### config.mk
export PLATFORM = sky130hd
export DESIGN_NAME = elevator_car_ctrl
export DESIGN_NICKNAME = d
export VERILOG_FILES = /design/src/rtl/elevator_car_ctrl.sv
export SDC_FILE = /design/constraint.sdc
export NUM_CORES = 1
export LEC_CHECK = 0
export BUFFER_PORTS_ARGS = -buffer_cell sky130_fd_sc_hd__buf_2
export CAP_MARGIN = 20
export CORE_MARGIN = 2
export CORE_UTILIZATION = 65
export CTS_BUF_LIST = sky130_fd_sc_hd__clkbuf_4
export CTS_CLUSTER_DIAMETER = 100
export DETAILED_ROUTE_END_ITERATION = 16
export GPL_TIMING_DRIVEN = 0
export PLACE_DENSITY_LB_ADDON = 0.05
export REMOVE_ABC_BUFFERS = 1
export SYNTH_ARGS = -nofsm -noshare
export SYNTH_HDL_FRONTEND = slang
export SYNTH_SLANG_ARGS = --single-unit
### constraint.sdc
create_clock -name clk -period 6.26 [get_ports clk]
set_clock_uncertainty 0.05 [all_clocks]
set_input_delay 0.939 -clock clk [delete_from_list [all_inputs] [get_ports clk]]
set_output_delay 0.939 -clock clk [all_outputs]
set_load 0.02 [all_outputs]
### src/rtl/elevator_car_ctrl.sv
// SCAN-style single-car controller: IDLE/MOVE/DOOR with travel and door timers, one-cycle clear pulses per served floor.
// Optional emergency stop (freeze everything, flag estop_active) when ELEVATOR_ESTOP_EN is defined.
module elevator_car_ctrl #(
  parameter int N             = 4,
  parameter int FLOOR_W       = 2,
  parameter int TRAVEL_CYCLES = 8,
  parameter int DOOR_CYCLES   = 16
) (
  input  logic               clk,
  input  logic               rst_n,
  input  logic [N-1:0]       req_state,
  input  logic               door_hold,
`ifdef ELEVATOR_ESTOP_EN
  input  logic               estop,
`endif
  output logic [N-1:0]       clear_pulse,
  output logic [FLOOR_W-1:0] cur_floor,
  output logic               dir_up,
  output logic               moving,
  output logic               door_open
`ifdef ELEVATOR_ESTOP_EN
  ,
  output logic               estop_active
`endif
);

  localparam int TW = $clog2(TRAVEL_CYCLES + 1);
  localparam int DW = $clog2(DOOR_CYCLES + 1);

  typedef enum logic [1:0] {S_IDLE, S_MOVE, S_DOOR} state_t;

  state_t             state_q;
  logic [FLOOR_W-1:0] cur_floor_q;
  logic               dir_up_q;
  logic               moving_q;
  logic               door_open_q;
  logic [N-1:0]       clear_pulse_q;
  logic [TW-1:0]      travel_tmr_q;
  logic [DW-1:0]      door_tmr_q;

  function automatic logic bit_at(input logic [N-1:0] v, input logic [FLOOR_W-1:0] f);
    bit_at = 1'b0;
    for (int i = 0; i < N; i++)
      if (int'(f) == i) bit_at = v[i];
  endfunction

  function automatic logic any_beyond(input logic [N-1:0] v, input logic [FLOOR_W-1:0] f,
                                      input logic up);
    any_beyond = 1'b0;
    for (int i = 0; i < N; i++)
      if (v[i] && (up ? (i > int'(f)) : (i < int'(f)))) any_beyond = 1'b1;
  endfunction

  function automatic logic [N-1:0] onehot(input logic [FLOOR_W-1:0] f);
    onehot = '0;
    for (int i = 0; i < N; i++)
      if (int'(f) == i) onehot[i] = 1'b1;
  endfunction

  logic               here, above, below, at_end, arr_here, arr_onward, door_rereq, frozen;
  logic [FLOOR_W-1:0] step_floor_d;

  assign here         = bit_at(req_state, cur_floor_q);
  assign above        = any_beyond(req_state, cur_floor_q, 1'b1);
  assign below        = any_beyond(req_state, cur_floor_q, 1'b0);
  assign step_floor_d = dir_up_q ? cur_floor_q + FLOOR_W'(1) : cur_floor_q - FLOOR_W'(1);
  assign at_end       = dir_up_q ? (int'(cur_floor_q) >= N - 1) : (cur_floor_q == '0);
  assign arr_here     = bit_at(req_state, step_floor_d);
  assign arr_onward   = any_beyond(req_state, step_floor_d, dir_up_q);
  // The board clears one cycle after our pulse, so its still-set bit must not re-trigger.
  assign door_rereq   = here && !bit_at(clear_pulse_q, cur_floor_q);

`ifdef ELEVATOR_ESTOP_EN
  logic estop_active_q;
  assign frozen       = estop;
  assign estop_active = estop_active_q;

  always_ff @(posedge clk or negedge rst_n) begin
    if (!rst_n) estop_active_q <= 1'b0;
    else        estop_active_q <= estop;
  end
`else
  assign frozen = 1'b0;
`endif

  always_ff @(posedge clk or negedge rst_n) begin
    if (!rst_n) begin
      state_q       <= S_IDLE;
      cur_floor_q   <= '0;
      dir_up_q      <= 1'b1;
      moving_q      <= 1'b0;
      door_open_q   <= 1'b0;
      clear_pulse_q <= '0;
      travel_tmr_q  <= '0;
      door_tmr_q    <= '0;
    end else begin
      clear_pulse_q <= '0;
      if (!frozen) begin
        case (state_q)
          S_IDLE: begin
            if (here) begin
              state_q       <= S_DOOR;
              door_open_q   <= 1'b1;
              clear_pulse_q <= onehot(cur_floor_q);
              door_tmr_q    <= DW'(DOOR_CYCLES);
            end else if (dir_up_q ? above : below) begin
              state_q      <= S_MOVE;
              moving_q     <= 1'b1;
              travel_tmr_q <= TW'(TRAVEL_CYCLES);
            end else if (dir_up_q ? below : above) begin
              dir_up_q     <= !dir_up_q;
              state_q      <= S_MOVE;
              moving_q     <= 1'b1;
              travel_tmr_q <= TW'(TRAVEL_CYCLES);
            end
          end
          S_MOVE: begin
            if (at_end) begin
              state_q  <= S_IDLE;
              moving_q <= 1'b0;
            end else if (travel_tmr_q <= TW'(1)) begin
              cur_floor_q <= step_floor_d;
              if (arr_here) begin
                state_q       <= S_DOOR;
                moving_q      <= 1'b0;
                door_open_q   <= 1'b1;
                clear_pulse_q <= onehot(step_floor_d);
                door_tmr_q    <= DW'(DOOR_CYCLES);
              end else if (arr_onward) begin
                travel_tmr_q <= TW'(TRAVEL_CYCLES);
              end else begin
                state_q  <= S_IDLE;
                moving_q <= 1'b0;
              end
            end else begin
              travel_tmr_q <= travel_tmr_q - TW'(1);
            end
          end
          S_DOOR: begin
            if (door_rereq) begin
              clear_pulse_q <= onehot(cur_floor_q);
              door_tmr_q    <= DW'(DOOR_CYCLES);
            end else if (door_hold) begin
              door_tmr_q <= DW'(DOOR_CYCLES);
            end else if (door_tmr_q <= DW'(1)) begin
              state_q     <= S_IDLE;
              door_open_q <= 1'b0;
              door_tmr_q  <= '0;
            end else begin
              door_tmr_q <= door_tmr_q - DW'(1);
            end
          end
          default: begin
            state_q     <= S_IDLE;
            moving_q    <= 1'b0;
            door_open_q <= 1'b0;
          end
        endcase
      end
    end
  end

  assign clear_pulse = clear_pulse_q;
  assign cur_floor   = cur_floor_q;
  assign dir_up      = dir_up_q;
  assign moving      = moving_q;
  assign door_open   = door_open_q;

endmodule
Word-level counts from Yosys, hierarchy flattened
Index checks and enable logic that the tools add are counted.
- output and inout port bits: 9
- input bits: 7
- logic and storage cells: 166
- flip-flop bits (word level): 20
- reductions and logical operators: 26
- bitwise operators: 4
- add/subtract/negate cells: 4
- mux-type cells: 87
- equality and inequality tests: 22
- magnitude comparators: 15
- operators by type and width (operator ; count):
    $mux W1 ; 51
    $mux W4 ; 12
    $mux W5 ; 7
    $mux W2 ; 11
    $ne A2 B2 Y1 const B ; 8
    $pmux W5 S3 ; 1
    $ne A3 B3 Y1 const B ; 4
    $pmux W4 S3 ; 1
    $reduce_and A6 Y1 ; 2
    $logic_and A1 B1 Y1 ; 11
    $eq A2 B2 Y1 const B ; 5
    $reduce_and A5 Y1 ; 2
    $gt A2 B2 Y1 const A ; 4
    $logic_not A2 Y1 ; 4
    $lt A1 B2 Y1 const A ; 4
    $ne A4 B4 Y1 const B ; 2
    $pmux W4 S2 ; 1
    $reduce_and A7 Y1 ; 1
    $eq A2 B1 Y1 const B ; 3
    $pmux W1 S3 ; 2
    $pmux W2 S3 ; 1
    $le A5 B1 Y1 const B ; 1
    $sub A5 B1 Y5 const B ; 1
    $gt A1 B2 Y1 const A ; 2
    12 further kinds ; 17

Longest topological paths before layout
- word-level depth: 14
- mapped depth: 9
- mapped depth without buffers: 7

Least setup slack after synthesis
No wires, ideal clock.
- kind: flip-flop to flip-flop
- from: register cur_floor_q[0] (netlist: cur_floor[0])
- to: register travel_tmr_q[2]
- path slack: 3805 ps
- path buffers: 1
- arrival: 2279 ps
- data required time: 6084 ps
- clock period less this slack: 2455 ps
- cell stages (with the launch flop): 9
- library setup time: 126 ps
- path through: dfrtp_1 buf_6 inv_1 ha_1 xnor2_2 mux4_2 nand2_2 a31oi_4 a221o_1
- word-level cells in the longest chain between the ends: 11
- elaborated cells between the ends (all ways): 69
- classes of those cells: add/sub (2); order compare (13); eq/ne (11); mux (29); reduce/logical (14)
- RTL lines (item ; RTL line ; RTL):
    start, declared ; 33 ; logic [FLOOR_W-1:0] cur_floor_q;
    start signal, assigned ; 122 ; cur_floor_q <= step_floor_d;
    $sub A2 B1 Y2 / $add A2 B1 Y2 (equally long branches) ; 66 ; assign step_floor_d = dir_up_q ? cur_floor_q + FLOOR_W'(1) : cur_floor_q - FLOOR_W'(1);
    $mux W2 ; 66 ;
    $lt A1 B2 Y1 ; 51 ; if (v[i] && (up ? (i > int'(f)) : (i < int'(f)))) any_beyond = 1'b1;
    $mux W1 ; 51 ;
    $logic_and A1 B1 Y1 ; 51 ;
    $mux W1 (4 in series) ; 51 ;
    $ne A3 B3 Y1 (no line) ; - ;
    $reduce_and A6 Y1 (no line) ; - ;
    end signal, assigned ; 109 ; travel_tmr_q <= TW'(TRAVEL_CYCLES);
    end signal, assigned ; 114 ; travel_tmr_q <= TW'(TRAVEL_CYCLES);
    end signal, assigned ; 130 ; travel_tmr_q <= TW'(TRAVEL_CYCLES);
    end, declared ; 38 ; logic [TW-1:0] travel_tmr_q;
Several ways; a longest one is shown, not always the timed one. The select of a mux whose other input is x is not followed.
A chain may end at the register's enable or synchronous reset.

Worst setup path after layout
Ends and elaborated chain as after synthesis.

==> run summary <==
Io pins -> 16
Core footprint -> 2210 sq um
GRT Overall Usage -> 25.1%
Die Wd -> 52.4 um
Worst R2R Start -> cur_floor[0]
Global route hottest layer -> met2
Reg area -> 502 sq um
First-pass DRT Iterations -> 4
Share of cells above drive strength 1 -> 23.5%
Max Slew Vio Count -> 0
Sw Ratio -> 48.0%
Clock power share -> 8.8%
First-pass GRT wire length -> 5220 um
Worst path required time -> 6.39 ns
Setup TNS -> 0 ns
Syn Std Cell Area -> 1520 sq um
TritonCTS clock tree -> built
Leading register cell type out of synthesis -> dfrtp_1
Yosys warns -> 0
Outcome -> complete, no violations
Met3 Resource Use GR -> 2.57%
Maximum vdd ir drop -> 0.299 mV
Slew headroom -> 65.4%
Post-Route WL -> 2960 um
Post-DP HPWL -> 2310 um
Crit. End Element -> flop
Comb pwr share -> 59.9%
Crit path DAT -> 2.92 ns
Share of the yosys chip area belonging to registers -> 32.9%
Initial Util -> 68.8%
DR iter-0 viols -> 38
Clock sink total -> 20
Site Rows -> 17
Commonest non-fill, non-tap cells in the layout -> 19 x dfrtp_1, 15 x buf_2, 14 x inv_1
Cell Area, Placed -> 1590 sq um
Layout area overhead -> 6.24%
Hold Path Origin -> travel_tmr_q[1]
Final setup fails -> 0
Mapped Cells -> 151
Worst-margin pin slew -> 0.519 ns
GRT met1 Usage -> 35.5%
Crit-path max FO -> 12
Pin count of the biggest net entering global routing -> 21
Netlist cell types -> 58
Switching power -> 0.342 mW
H-Tree Depth -> 1
Internal power -> 0.370 mW
Flops & latches, synth -> 20
Fmax -> 358 MHz
DRC viols -> 0
Vias per Instance -> 6.26
Synth Area per Inst -> 10.1 sq um
Via count -> 1215
Initial antenna violation count -> 0
RSZ-0062 raised after global routing -> false
Hold WS -> 0.486 ns
Post-placement cell count -> 190
Area of the multi-input gates -> 927 sq um
CTS Root Cell -> clkbuf_4
Post-route ant nets -> 0
Clk_lat worst skew -> 0.29 ns
Die ar. -> 2750 sq um
Reg clk slew, reported paths -> 0.11 ns
Worst Setup Start Kind -> flop
Final cycle utilization of the critical path -> 44.6%
Util after Layout -> 73.1%
Setup repair bufs after CTS -> 0
Met2 track demand over resource -> 42.1%
Grt ovf -> 0
Vias in the first global route -> 1149
Clock buffer depth -> 2
Drt wl/cell -> 15.3 um
Critical path class -> reg2reg
EDFF count, synth -> 0
Resized Gates After CTS -> 0
Post-layout min period -> 2.79 ns
Non-filler cells in the finished layout -> 194
Final nets -> 184
CTS Hold Bufs -> 0
Ys async rst share -> 100%
CTS Buf Count -> 3
MaxCap Viol Count -> 0
# port buffers -> 15
Flop pwr share -> 31.3%
Crit. Startpoint -> cur_floor[0]
Leak -> 0.745 nW
Gpl congestion -> 0.837
Final instance area -> 1620 sq um
Commonest non-fill, non-tap cell in the layout -> dfrtp_1
Die Span Y -> 52.4 um
Number of antenna cells inserted -> 0
Hold Path Class -> reg2reg
Hold Violations, Final -> 0
Power Density -> 440 nW/um^2
# fillers -> 176
==> critical path, stage by stage (launching register included) <==
cell and delay, ns:
dfrtp_1 0.62, inv_1 0.21, ha_1 0.42, xnor2_2 0.32, mux4_2 0.45, nand2_2 0.13
a31oi_4 0.12, a221o_1 0.37
==> Yosys cell counts, types with 3 or more instances <==
library cell,instances,area share (%)
dfrtp_1,19,31
inv_1,14,3.5
ha_1,10,8.2
nor2_1,9,2.2
a21oi_1,7,2.3
nor3_1,6,2.0
nand2_1,5,1.2
a31oi_1,3,1.2
buf_6,3,2.2
nand2b_1,3,1.2
nand4_1,3,1.2
nor4_1,3,1.2
o21ai_0,3,0.99
o22ai_1,3,1.2
o2bb2ai_1,3,1.7
==> cells by family after synthesis <==
family	after synthesis	share of synthesized area [%]
flip-flops	20	33.0
AO/OA/AOI/OAI	47	28.2
multiplexers	4	3.53
AND/OR/NAND/NOR	49	18.7
buffers and inverters	18	6.16
XOR/XNOR	3	2.22
adder cells (fa/ha/maj)	10	8.22
==> per-stage QoR <==
stage	total power, mW	setup WS, ns
floorplan	0.552	3.72
global placement	0.632	3.60
detailed placement	0.648	3.50
CTS	0.710	3.48
global route	0.769	3.31
finish	0.712	3.47
==> per-layer routing <==
metal	part of all wire, %	wire length (um)
met5	0	0
met4	0.30	9
met3	2.8	82
met2	50	1470
met1	47	1390
==> worst paths after layout <==
path	slack (ns)	end	depth (start not counted)
min	0.49	travel_tmr_q[1]	1
max	3.47	travel_tmr_q[2]	7
max in group asynchronous	5.31	dir_up	1
min in group asynchronous	0.51	clear_pulse[3]	1
max reg2reg	3.47	travel_tmr_q[2]	7
min reg2reg	0.49	travel_tmr_q[1]	1
==> state kept, by name, indices dropped and copies added, names as in the netlist <==
register,cells
door_tmr_q,5
clear_pulse,4
travel_tmr_q,4
cur_floor,2
state_q,2
dir_up,1
door_open,1
moving,1
==> power groups by stage <==
stage	registers (mW)	logic, mW	clock network [mW]
after global routing	0.231	0.469	0.0695
after floorplan	0.234	0.318	0
final	0.223	0.426	0.0626
after detailed placement	0.225	0.423	0
after CTS	0.223	0.424	0.0632
after global placement	0.222	0.410	0
==> cell type report <==
| cell class | count | share of cell area [%] |
|---|---|---|
| clock buffers | 3 | 1.39 |
| clock inverters | 1 | 0.232 |
| inverters | 14 | 3.25 |
| multi-input cells | 113 | 57.3 |
| flip-flops and latches | 20 | 31.0 |
| well taps | 28 | 2.17 |
| repair buffers | 15 | 4.64 |
Power figures use the tool's default switching activity.
